### config.mk
export PLATFORM = sky130hd
export DESIGN_NAME = arr_port_arbiter
export DESIGN_NICKNAME = d
export VERILOG_FILES = /design/src/rtl/arr_port_arbiter.sv
export SDC_FILE = /design/constraint.sdc
export NUM_CORES = 1
export LEC_CHECK = 0
export ABC_AREA = 1
export ABC_CLOCK_PERIOD_IN_PS = 1550
export CAP_MARGIN = 25
export CORE_MARGIN = 1
export CORE_UTILIZATION = 19
export CTS_BUF_LIST = sky130_fd_sc_hd__clkbuf_2
export DETAILED_ROUTE_END_ITERATION = 7
export PLACE_DENSITY = 0.85
export SLEW_MARGIN = 25
export SYNTH_ARGS = -nofsm -noshare
export SYNTH_HDL_FRONTEND = slang
export SYNTH_SLANG_ARGS = --single-unit
### constraint.sdc
create_clock -name clk -period 1.55 [get_ports clk]
set_input_delay 0.3875 -clock clk [delete_from_list [all_inputs] [get_ports clk]]
set_output_delay 0.3875 -clock clk [all_outputs]
set_load 0.05 [all_outputs]
### src/rtl/arr_port_arbiter.sv
// Round-robin arbiter with optional lock that shares one single-port,
// synchronous-read array memory between N requesters and returns read data by tag.
module arr_port_arbiter #(
  parameter int N      = 2,
  parameter int ADDR_W = 10,
  parameter int DATA_W = 27,
  parameter int DEPTH  = 1000
) (
  input  logic                  clk,
  input  logic                  rst,
  input  logic [N-1:0]          req_i,
  input  logic [N-1:0]          we_i,
  input  logic [N-1:0]          lock_i,
  input  logic [N*ADDR_W-1:0]   addr_i,
  input  logic [N*DATA_W-1:0]   wdata_i,
  output logic [N-1:0]          gnt_o,
  output logic [N-1:0]          rvalid_o,
  output logic [DATA_W-1:0]     rdata_o,
  output logic                  err_o,
  output logic                  mem_wenable_o,
  output logic [ADDR_W-1:0]     mem_addr_o,
  output logic [DATA_W-1:0]     mem_wdata_o,
  input  logic [DATA_W-1:0]     mem_rdata_i
);

  localparam int IDX_W = (N > 1) ? $clog2(N) : 1;
  // One extra bit so that DEPTH == 2**ADDR_W still compares correctly.
  localparam logic [ADDR_W:0] DEPTH_L = (ADDR_W+1)'(DEPTH);

  logic [ADDR_W-1:0] addr_a  [N];
  logic [DATA_W-1:0] wdata_a [N];

  for (genvar gi = 0; gi < N; gi++) begin : g_unpack
    assign addr_a[gi]  = addr_i[gi*ADDR_W +: ADDR_W];
    assign wdata_a[gi] = wdata_i[gi*DATA_W +: DATA_W];
  end

  logic [IDX_W-1:0] ptr_q, ptr_d;
  logic             own_vld_q, own_vld_d;
  logic [IDX_W-1:0] own_idx_q, own_idx_d;
  logic             rtag_vld_q, rtag_vld_d;
  logic [IDX_W-1:0] rtag_idx_q, rtag_idx_d;
  logic             err_q, err_d;

  logic             gnt_vld;
  logic [IDX_W-1:0] gnt_idx;
  logic             illegal;
  int               scan_idx;

  // Grant selection: a locked owner that still requests wins, else round-robin from ptr.
  always_comb begin
    // NOTE: every variable gets a default first so no path leaves it unassigned (no latch).
    gnt_vld  = 1'b0;
    gnt_idx  = '0;
    scan_idx = 0;
    if (!rst) begin
      if (own_vld_q && req_i[own_idx_q]) begin
        gnt_vld = 1'b1;
        gnt_idx = own_idx_q;
      end else begin
        for (int k = 0; k < N; k++) begin
          scan_idx = int'(ptr_q) + k;
          if (scan_idx >= N) scan_idx = scan_idx - N;
          if (!gnt_vld && req_i[scan_idx]) begin
            gnt_vld = 1'b1;
            gnt_idx = IDX_W'(scan_idx);
          end
        end
      end
    end
  end

  always_comb begin
    gnt_o = '0;
    if (gnt_vld) gnt_o[gnt_idx] = 1'b1;
  end

  assign illegal       = gnt_vld && ({1'b0, addr_a[gnt_idx]} >= DEPTH_L);
  assign mem_addr_o    = addr_a[gnt_idx];
  assign mem_wdata_o   = wdata_a[gnt_idx];
  assign mem_wenable_o = gnt_vld && we_i[gnt_idx] && !illegal;

  always_comb begin
    ptr_d      = ptr_q;
    own_vld_d  = 1'b0;
    own_idx_d  = own_idx_q;
    rtag_vld_d = 1'b0;
    rtag_idx_d = rtag_idx_q;
    err_d      = 1'b0;
    if (gnt_vld) begin
      ptr_d      = (gnt_idx == IDX_W'(N-1)) ? '0 : gnt_idx + 1'b1;
      own_vld_d  = lock_i[gnt_idx];
      own_idx_d  = gnt_idx;
      rtag_vld_d = !we_i[gnt_idx] && !illegal;
      rtag_idx_d = gnt_idx;
      err_d      = illegal;
    end
  end

  always_ff @(posedge clk) begin
    if (rst) begin
      ptr_q      <= '0;
      own_vld_q  <= 1'b0;
      own_idx_q  <= '0;
      rtag_vld_q <= 1'b0;
      rtag_idx_q <= '0;
      err_q      <= 1'b0;
    end else begin
      // NOTE: non-blocking assignments so every register samples pre-edge values.
      ptr_q      <= ptr_d;
      own_vld_q  <= own_vld_d;
      own_idx_q  <= own_idx_d;
      rtag_vld_q <= rtag_vld_d;
      rtag_idx_q <= rtag_idx_d;
      err_q      <= err_d;
    end
  end

  // Masking with rst squashes a response from a read granted just before reset.
  always_comb begin
    rvalid_o = '0;
    if (rtag_vld_q && !rst) rvalid_o[rtag_idx_q] = 1'b1;
  end

  assign err_o   = err_q && !rst;
  assign rdata_o = mem_rdata_i;

endmodule

# Word-level counts from Yosys, hierarchy flattened

Index checks and enable logic that the tools add are counted.

Input bits: 109
Output and inout port bits: 70
Flip-flop bits (word level): 5

Bitwise logic cells: 2
Reductions and logical operators: 15
Order comparisons: 10
Multiplexer cells: 41
Add/sub/neg operators: 4

Operator list:

| operator                                            | count |
|---|---|
| 2-to-1 mux 32 bit                                   | 6 |
| 2-to-1 mux 27 bit                                   | 3 |
| < comparator 32 x 3 -> 1 bit, second input constant | 2 |
| 2-to-1 mux 10 bit                                   | 3 |
| 2-to-1 mux 1 bit                                    | 25 |
| >= comparator 10 bit, second input constant         | 1 |
| logical AND 1 bit                                   | 10 |
| >= comparator 2 bit, second input constant          | 2 |
| zero test 1 bit                                     | 4 |
| < comparator 1 x 2 -> 1 bit, second input constant  | 2 |
| 2-to-1 mux 2 bit                                    | 2 |
| subtractor 1 x 2 -> 3 bit, second input constant    | 1 |
| subtractor 2 x 2 -> 3 bit, second input constant    | 1 |
| adder 1 x 1 -> 2 bit, second input constant         | 1 |
| demux 1 bit (select 1 bit)                          | 2 |
| >= comparator 1 bit, second input constant          | 2 |
| >= comparator 1 x 2 -> 1 bit, second input constant | 1 |
| NOT 1 -> 2 bit                                      | 1 |
| OR reduction 2 bit                                  | 1 |
| adder 1 bit, second input constant                  | 1 |
| NOT 1 bit                                           | 1 |

# Logic depth before layout (Yosys ltp)

Gate-level depths: netlist (run 1).

Depth after elaboration: 24
Mapped depth: 11
Gate-level depth less buffers: 10

# Worst setup path before layout (run 1)

OpenSTA, ideal clock, no wires.

Kind: input to output
Start point: input port req_i[1]
End point: output port mem_wenable_o
Cell stages on the path: 8
Slack: -637 ps
Data arrival time: 1800 ps
Required time: 1162 ps
Cell sequence: inv_1 > nor2_4 > nand2_4 > inv_2 > nand2_1 > and2_1 > or2_0 > nor2_1

Cells in the longest elaborated chain, start to end: 19
Elaborated cells on any way between the ends: 32

RTL lines:

| element                                               | RTL line | text |
|---|---|---|
| start: declaration                                    | 11       | `input logic [N-1:0] req_i,` |
| 2-to-1 mux 1 bit (not written as such) (3 in series)  | 64       | `if (!gnt_vld && req_i[scan_idx]) begin` |
| 2-to-1 mux 1 bit                                      | 64       |  |
| 2-to-1 mux 1 bit                                      | 57       | `if (own_vld_q && req_i[own_idx_q]) begin` |
| 2-to-1 mux 1 bit                                      | 56       | `if (!rst) begin` |
| zero test 1 bit                                       | 64       |  |
| logical AND 1 bit                                     | 64       |  |
| 2-to-1 mux 1 bit                                      | 64       |  |
| 2-to-1 mux 1 bit                                      | 57       |  |
| 2-to-1 mux 1 bit                                      | 56       |  |
| NOT 1 -> 2 bit (not written as such)                  | 78       | `assign illegal = gnt_vld && ({1'b0, addr_a[gnt_idx]} >= DEPTH_L);` |
| 2-to-1 mux 10 bit (not written as such) (3 in series) | 78       |  |
| >= comparator 10 bit                                  | 78       |  |
| logical AND 1 bit                                     | 78       |  |
| zero test 1 bit                                       | 81       | `assign mem_wenable_o = gnt_vld && we_i[gnt_idx] && !illegal;` |
| logical AND 1 bit *                                   | 81       |  |
| end: declaration                                      | 20       | `output logic mem_wenable_o,` |

Mark *: on every way between the ends. The rest lies on a longest branch, timed or not. The select of a mux whose other input is x is not followed.

# Worst setup path after layout (run 1)

Start point: register own_vld_q
End point: output port mem_wenable_o

Cells in the longest elaborated chain, start to end: 11
Elaborated cells on any way between the ends: 16

RTL lines:

| element                                               | RTL line | text |
|---|---|---|
| start: declaration                                    | 39       | `logic own_vld_q, own_vld_d;` |
| start signal: assignment                              | 111      | `own_vld_q <= own_vld_d;` |
| logical AND 1 bit *                                   | 57       |  |
| 2-to-1 mux 1 bit                                      | 57       |  |
| 2-to-1 mux 1 bit                                      | 56       |  |
| NOT 1 -> 2 bit (not written as such)                  | 78       |  |
| 2-to-1 mux 10 bit (not written as such) (3 in series) | 78       |  |
| >= comparator 10 bit                                  | 78       |  |
| logical AND 1 bit                                     | 78       |  |
| zero test 1 bit                                       | 81       |  |
| logical AND 1 bit *                                   | 81       |  |

Marks and branches as above.

==> run_results.csv, run 1 <==
group,metric,value,unit
critical_path,cp_data_required_time,1.16,ns
clock_network,cts_hold_buf,0,
synthesis,syn_area,1020,sq um
status,status,"finished with violations",
floorplan,start_util,19.9,%
sta,tightest_slew,0.220,ns
clock_network,clk_latency,0.22,ns
global_route,antenna_found_initial,0,
synthesis,async_flop_share,0,%
synthesis,synth.distinct_cells,22,
global_route,grt-busiest-layer,"met2",
global_route,grt_pass1_vias,1530,
route,routed-via-count,1667,
synthesis,syn_inst,202,
critical_path,crit_type,"flop to output pin",
global_route,gr-usage-all-layers,15.6,%
sta,finClkSkew,0.00729,ns
clock_network,cts_buffers,3,
route,drc_errors,0,
run,maxCapViolCount,0,
placement,io_buffers,124,
clock_network,root_buffer,"clkbuf_2",
critical_path,slowest_delay,0.33,ns
route,wl_per_cell,12.8,um
synthesis,ys_ff_latch,5,
clock_network,clk_pin_slew,0.06,ns
synthesis,synthFlopType,"dfxtp_1",
critical_path,critPathSlowestCell,"dfxtp_2",
synthesis,yosys_warnings,0,
finish,diodes,0,
hold_path,min_path_type,"flop to flop",
critical_path,startpoint_type,"flop",
pwr,power.density,488,nW/um^2
finish,layout_commonest_cell,"clkdlybuf4s50_1",
route,wl,5.03,mm
global_route,use_met3,4.10,%
route,dr.pass1.iters,4,
placement,globalplace.congestion,0.749,
floorplan,core-area,5140,sq um
finish,area_growth,230,%
global_route,met1_usage,15.9,%
pwr,peakVddDrop,0.261,mV
placement,placed_area,2990,sq um
finish,design_area,3370,sq um
finish,multi_input_area,1090,sq um
clock_network,htreeDepth,1,
synthesis,synth_xor_area_share,0,%
sta,finalHoldViolCount,0,
finish,seqCellArea,103,sq um
route,vias_per_cell,4.24,
finish,final_cell_mix,"clkdlybuf4s50_1, nand2_2, buf_12, nand2_4, nand2_1",
placement,dp.final_hpwl,3.98,mm
finish,drive_above_1_share,58.8,%
sta,fmax,493,MHz
sta,min_period,2.03,ns
synthesis,synth_mux_area_share,0,%
pwr,power.leakage,1.52,nW
critical_path,critPathCaptureType,"output pin",
status,violations,"setup timing",
placement,place_ws,-0.786,ns
floorplan,die_area,5670,sq um
finish,n_fill_cell,417,
critical_path,crit_chain,"inv_1, nand2_2, nand3_4, nand2_4, nand2_2, and2_4, or2_4, nor2_4, buf_12",
floorplan,die_h,75.3,um
route,ant_nets,0,
sta,setup-tns-final,-13.89,ns
synthesis,synth_compound_area_share,2.33,%
floorplan,rows,26,
synthesis,synth_edf_count,0,
sta,rsz0062_at_grt,"true",
global_route,overflow,0,
clock_network,cts.sinks,5,
synthesis,synth_top_family_by_area,"simple AND/OR/NAND/NOR gates",
sta,finalSetupViolations,41,
clock_network,cts.path.max_buffers,2,
critical_path,cpMostUsedCell,"nand2_2",
sta,finalWorstSetupSlack,-0.479,ns
finish,utilization,65.5,%
route,drt_iter0_drc,22,
sta,slew_violations,0,
critical_path,cp_max_fo,5,
global_route,grt_pass1_wl,6.79,mm
finish,final_nets,433,
global_route,grt_max_degree,19,
sta,post-route-period-util,131,%
floorplan,die_w,75.3,um
global_route,grtUsageMet2,29.9,%
critical_path,arrival,1.64,ns
sta,slew_headroom,85.3,%
clock_network,tritoncts,"yes",
synthesis,avgSynthCellArea,5.05,sq um
floorplan,num_io_pins,179,
synthesis,synthSimpleGateAreaFrac,55.9,%
synthesis,syn_nets,311,
synthesis,ys_seq_area_share,9.80,%
synthesis,synthAdderAreaFrac,0,%
## logic make-up after synthesis
kind of cell           count (synthesis)
and+or+nand+nor                      136
buffers and inverters                 57
DFF                                    5
AOI/OAI and AO/OA                      4
## stage by stage
| step | hold WS (ns) | power (mW) | cells |
|---|---|---|---|
| CTS | 0.488 | 1.60 | 387 |
| floorplan | 0.439 | 0.918 | 202 |
| finish | 0.495 | 1.64 | 393 |
| detailed placement | 0.479 | 1.41 | 379 |
| global placement | 0.458 | 1.40 | 379 |
| global route | 0.524 | 1.73 | 393 |
## metal layers
metal  share of wire (%)  up-vias
met5                   0        -
met4                 3.6        0
met3                 9.5       26
met2                  54       85
met1                  33      747
li1                    -      809
## Yosys cell counts, types with 3 or more instances
cell type  number  area share (%)
nand2_1       114              42
inv_1          22             8.1
dfxtp_1         5             9.8
buf_4          27              20
nor2_1          6             2.2
nand3b_1        6             4.4
a21oi_1         3             1.5
buf_2           3             1.5
clkbuf_1        3             1.1
## cell type report
type,count,area share (%)
clock buffer,4,0.595
sequential,5,3.05
inverter,23,3.61
tap,70,2.60
timing repair buffer,150,57.7
multi-input combinational,141,32.5
## timing repair
action                                  4_1_cts  5_1_grt
cloned                                        1        1
setup buffers                                 4        5
pin swaps                                    14        7
gates resized for setup                      56       40
endpoints found under the setup margin       47       41
endpoints found under the hold margin         0        0
## where the power goes
part | internal, mW | switching, mW
Combinational | 0.705 | 0.675
Sequential | 0.137 | 0.00406
Clock | 0.0683 | 0.0524
## critical path: cells and delay by family (launching register included)
family,cells,cell delay [ns]
buffers and inverters,2,0.18
flip-flops,1,0.33
AND/OR/NAND/NOR,7,0.90
## flip-flops by register name, indices dropped and copies added, names as in the netlist
name and count:
rtag_vld_q 1, err_q 1, ptr_q 1, rtag_idx_q 1, own_vld_q 1
## path summary, 6_finish.rpt
path                           end                  from  cells after the start  slack [ns]
min reg2reg     ptr_q$_SDFFE_PP0P_    ptr_q$_SDFFE_PP0P_                      2        0.50
max reg2reg  rtag_vld_q$_SDFF_PP0_  own_vld_q$_SDFF_PP0_                     12           0
max                  mem_wenable_o  own_vld_q$_SDFF_PP0_                      9       -0.48
min             ptr_q$_SDFFE_PP0P_    ptr_q$_SDFFE_PP0P_                      2        0.50
(Power assumes the default switching activity.)
==> inputs of run 2 (changes only) <==
Settings changed: SETUP_SLACK_MARGIN set to 0.02.
==> run_results.csv, run 2 (synthesis gave the netlist of run 1 again) <==
group,metric,value,unit
status,status,"finished with violations",
status,violations,"setup timing",
sta,post-route-period-util,130,%
sta,finalSetupViolations,40,
finish,final_nets,429,
finish,drive_above_1_share,51.1,%
clock_network,cts_hold_buf,0,
placement,dp_cells,380,
critical_path,cp_top_family,"simple AND/OR/NAND/NOR gates",
finish,diodes,0,
critical_path,cp.depth,10,
global_route,grt_pass1_wl,6.50,mm
global_route,antenna_found_initial,0,
floorplan,core-area,5140,sq um
clock_network,cts_buffers,3,
floorplan,die_h,75.3,um
pwr,seqPwrFrac,8.9,%
global_route,met1_usage,15.4,%
sta,finalHoldViolCount,0,
sta,finClkSkew,0.00189,ns
pwr,power.leakage,1.43,nW
route,drt_iter0_drc,41,
critical_path,reg2reg_slack,0.11,ns
sta,rsz0062_at_grt,"true",
finish,area_growth,214,%
critical_path,endpoint,"mem_wenable_o",
placement,globalplace.congestion,0.766,
pwr,power.total,1.60,mW
critical_path,crit_chain,"inv_2, nand2_2, nand3_4, nand2_4, inv_4, nand2_2, and2_4, or2_4, nor2_4, buf_12",
global_route,use_met3,3.31,%
critical_path,reg2reg_depth,11,
sta,tightest_slew,0.229,ns
global_route,overflow,0,
floorplan,num_io_pins,179,
clock_network,clk_latency,0.23,ns
pwr,p_int,0.890,mW
critical_path,reg2reg_from,"own_vld_q$_SDFF_PP0_",
hold_path,min_path_type,"input port to flop",
critical_path,slowest_delay,0.32,ns
pwr,p_clk_share,8.0,%
route,wl_per_cell,12.3,um
critical_path,cp_max_fo,6,
finish,fin_cells,389,
clock_network,clk_pin_slew,0.05,ns
clock_network,htreeDepth,1,
clock_network,cts.sinks,5,
sta,finalWorstSetupSlack,-0.460,ns
route,dr.pass1.iters,5,
critical_path,critPathSlowestCell,"dfxtp_2",
critical_path,cpMostUsedCell,"nand2_2",
sta,min_period,2.01,ns
pwr,peakVddDrop,0.226,mV
critical_path,setup.worst_path.start,"own_vld_q$_SDFF_PP0_",
sta,fmax,498,MHz
critical_path,cp_data_required_time,1.16,ns
run,maxCapViolCount,0,
floorplan,die_area,5670,sq um
clock_network,tritoncts,"yes",
floorplan,rows,26,
finish,utilization,62.3,%
sta,slew_headroom,84.7,%
route,vias_per_cell,4.23,
critical_path,startpoint_type,"flop",
route,routed-via-count,1646,
pwr,combPwrFrac,83.2,%
global_route,grtUsageMet2,28.9,%
clock_network,root_buffer,"clkbuf_2",
clock_network,cts.path.max_buffers,2,
pwr,switching_share,44.5,%
floorplan,start_util,19.9,%
floorplan,die_w,75.3,um
placement,io_buffers,124,
critical_path,critPathCaptureType,"output pin",
sta,slew_violations,0,
global_route,grt_pass1_vias,1542,
pwr,power.switching,0.714,mW
pwr,power.density,501,nW/um^2
global_route,gr-usage-all-layers,15.0,%
finish,layout_commonest_cell,"clkdlybuf4s50_1",
critical_path,regToRegEndpoint,"rtag_vld_q$_SDFF_PP0_",
placement,dp.final_hpwl,3.88,mm
route,wl,4.78,mm
route,ant_nets,0,
critical_path,cp.buffers_inverters,3,
critical_path,arrival,1.62,ns
global_route,grt-busiest-layer,"met2",
route,drc_errors,0,
finish,final_cell_mix,"clkdlybuf4s50_1, nand2_1, buf_12, nand2_2, nand2_4",
global_route,grt_max_degree,23,
critical_path,crit_type,"flop to output pin",
[run 2: layout make-up]
class,count,area [sq um]
flip-flops and latches,5,103
repair buffers,146,1890
well taps,70,87.6
multi-input cells,141,992
fillers,414,1940
inverters,23,116
clock buffers,4,20.0
[run 2: routing by layer]
layer	share of wire (%)	wire length [um]
met3	9.0	431
met2	54	2600
met1	34	1600
met5	0	0
met4	3.2	151
[run 2: power by group through the flow]
stage	Sequential [mW]	Clock, mW	Combinational [mW]
3_3_place_gp	0.142	0	1.26
4_1_cts	0.141	0.128	1.32
2_1_floorplan	0.142	0	0.781
3_5_place_dp	0.143	0	1.28
5_1_grt	0.143	0.140	1.39
6_report	0.142	0.128	1.33
[run 2: worst reg2reg max path, stage by stage, from the launching register on]
cell and delay [ns]:
dfxtp_2 0.34, inv_2 0.04, nand2_2 0.06, nand3_4 0.11, buf_6 0.16, nand3b_1 0.11, nand2_2 0.07, nor2_1 0.11
nand2_2 0.08, nor2_4 0.11, buf_4 0.12, nor2_1 0.03
[run 2: worst min path at each step]
stage,slack [ns],cells after the start,start,endpoint
detailed placement,0.58,3,rtag_idx_q$_SDFFE_PP0P_,rtag_idx_q$_SDFFE_PP0P_
floorplan,0.45,2,ptr_q$_SDFFE_PP0P_,ptr_q$_SDFFE_PP0P_
global placement,0.58,3,ptr_q$_SDFFE_PP0P_,ptr_q$_SDFFE_PP0P_
global route,0.52,4,rst,rtag_idx_q$_SDFFE_PP0P_
CTS,0.61,3,rst,rtag_idx_q$_SDFFE_PP0P_
finish,0.53,4,rst,rtag_idx_q$_SDFFE_PP0P_
[run 2: metrics by stage]
step,worst slack (ns),TNS (ns),hold WS (ns),cell area [sq um]
6_report,-0.460,-13.17,0.530,3200
5_1_grt,-0.545,-17.28,0.515,3200
4_1_cts,-0.462,-13.92,0.614,3140
3_5_place_dp,-0.775,-27.73,0.582,3010
3_3_place_gp,-0.721,-26.49,0.576,3010
2_1_floorplan,-0.287,-2.44,0.451,1390
[run 2: repair_timing]
action                                  in CTS  in global routing
pin swaps                                   11                 13
gates cloned                                 1                  0
endpoints found under the setup margin      47                 43
gates resized for setup                     37                 19
buffers inserted                             5                  4
==> inputs of run 3 (changes only) <==
Settings changed: SLEW_MARGIN 25 to 15.
==> results of run 3 <==
The final DEF is identical to that of run 2; final timing and power are the same.
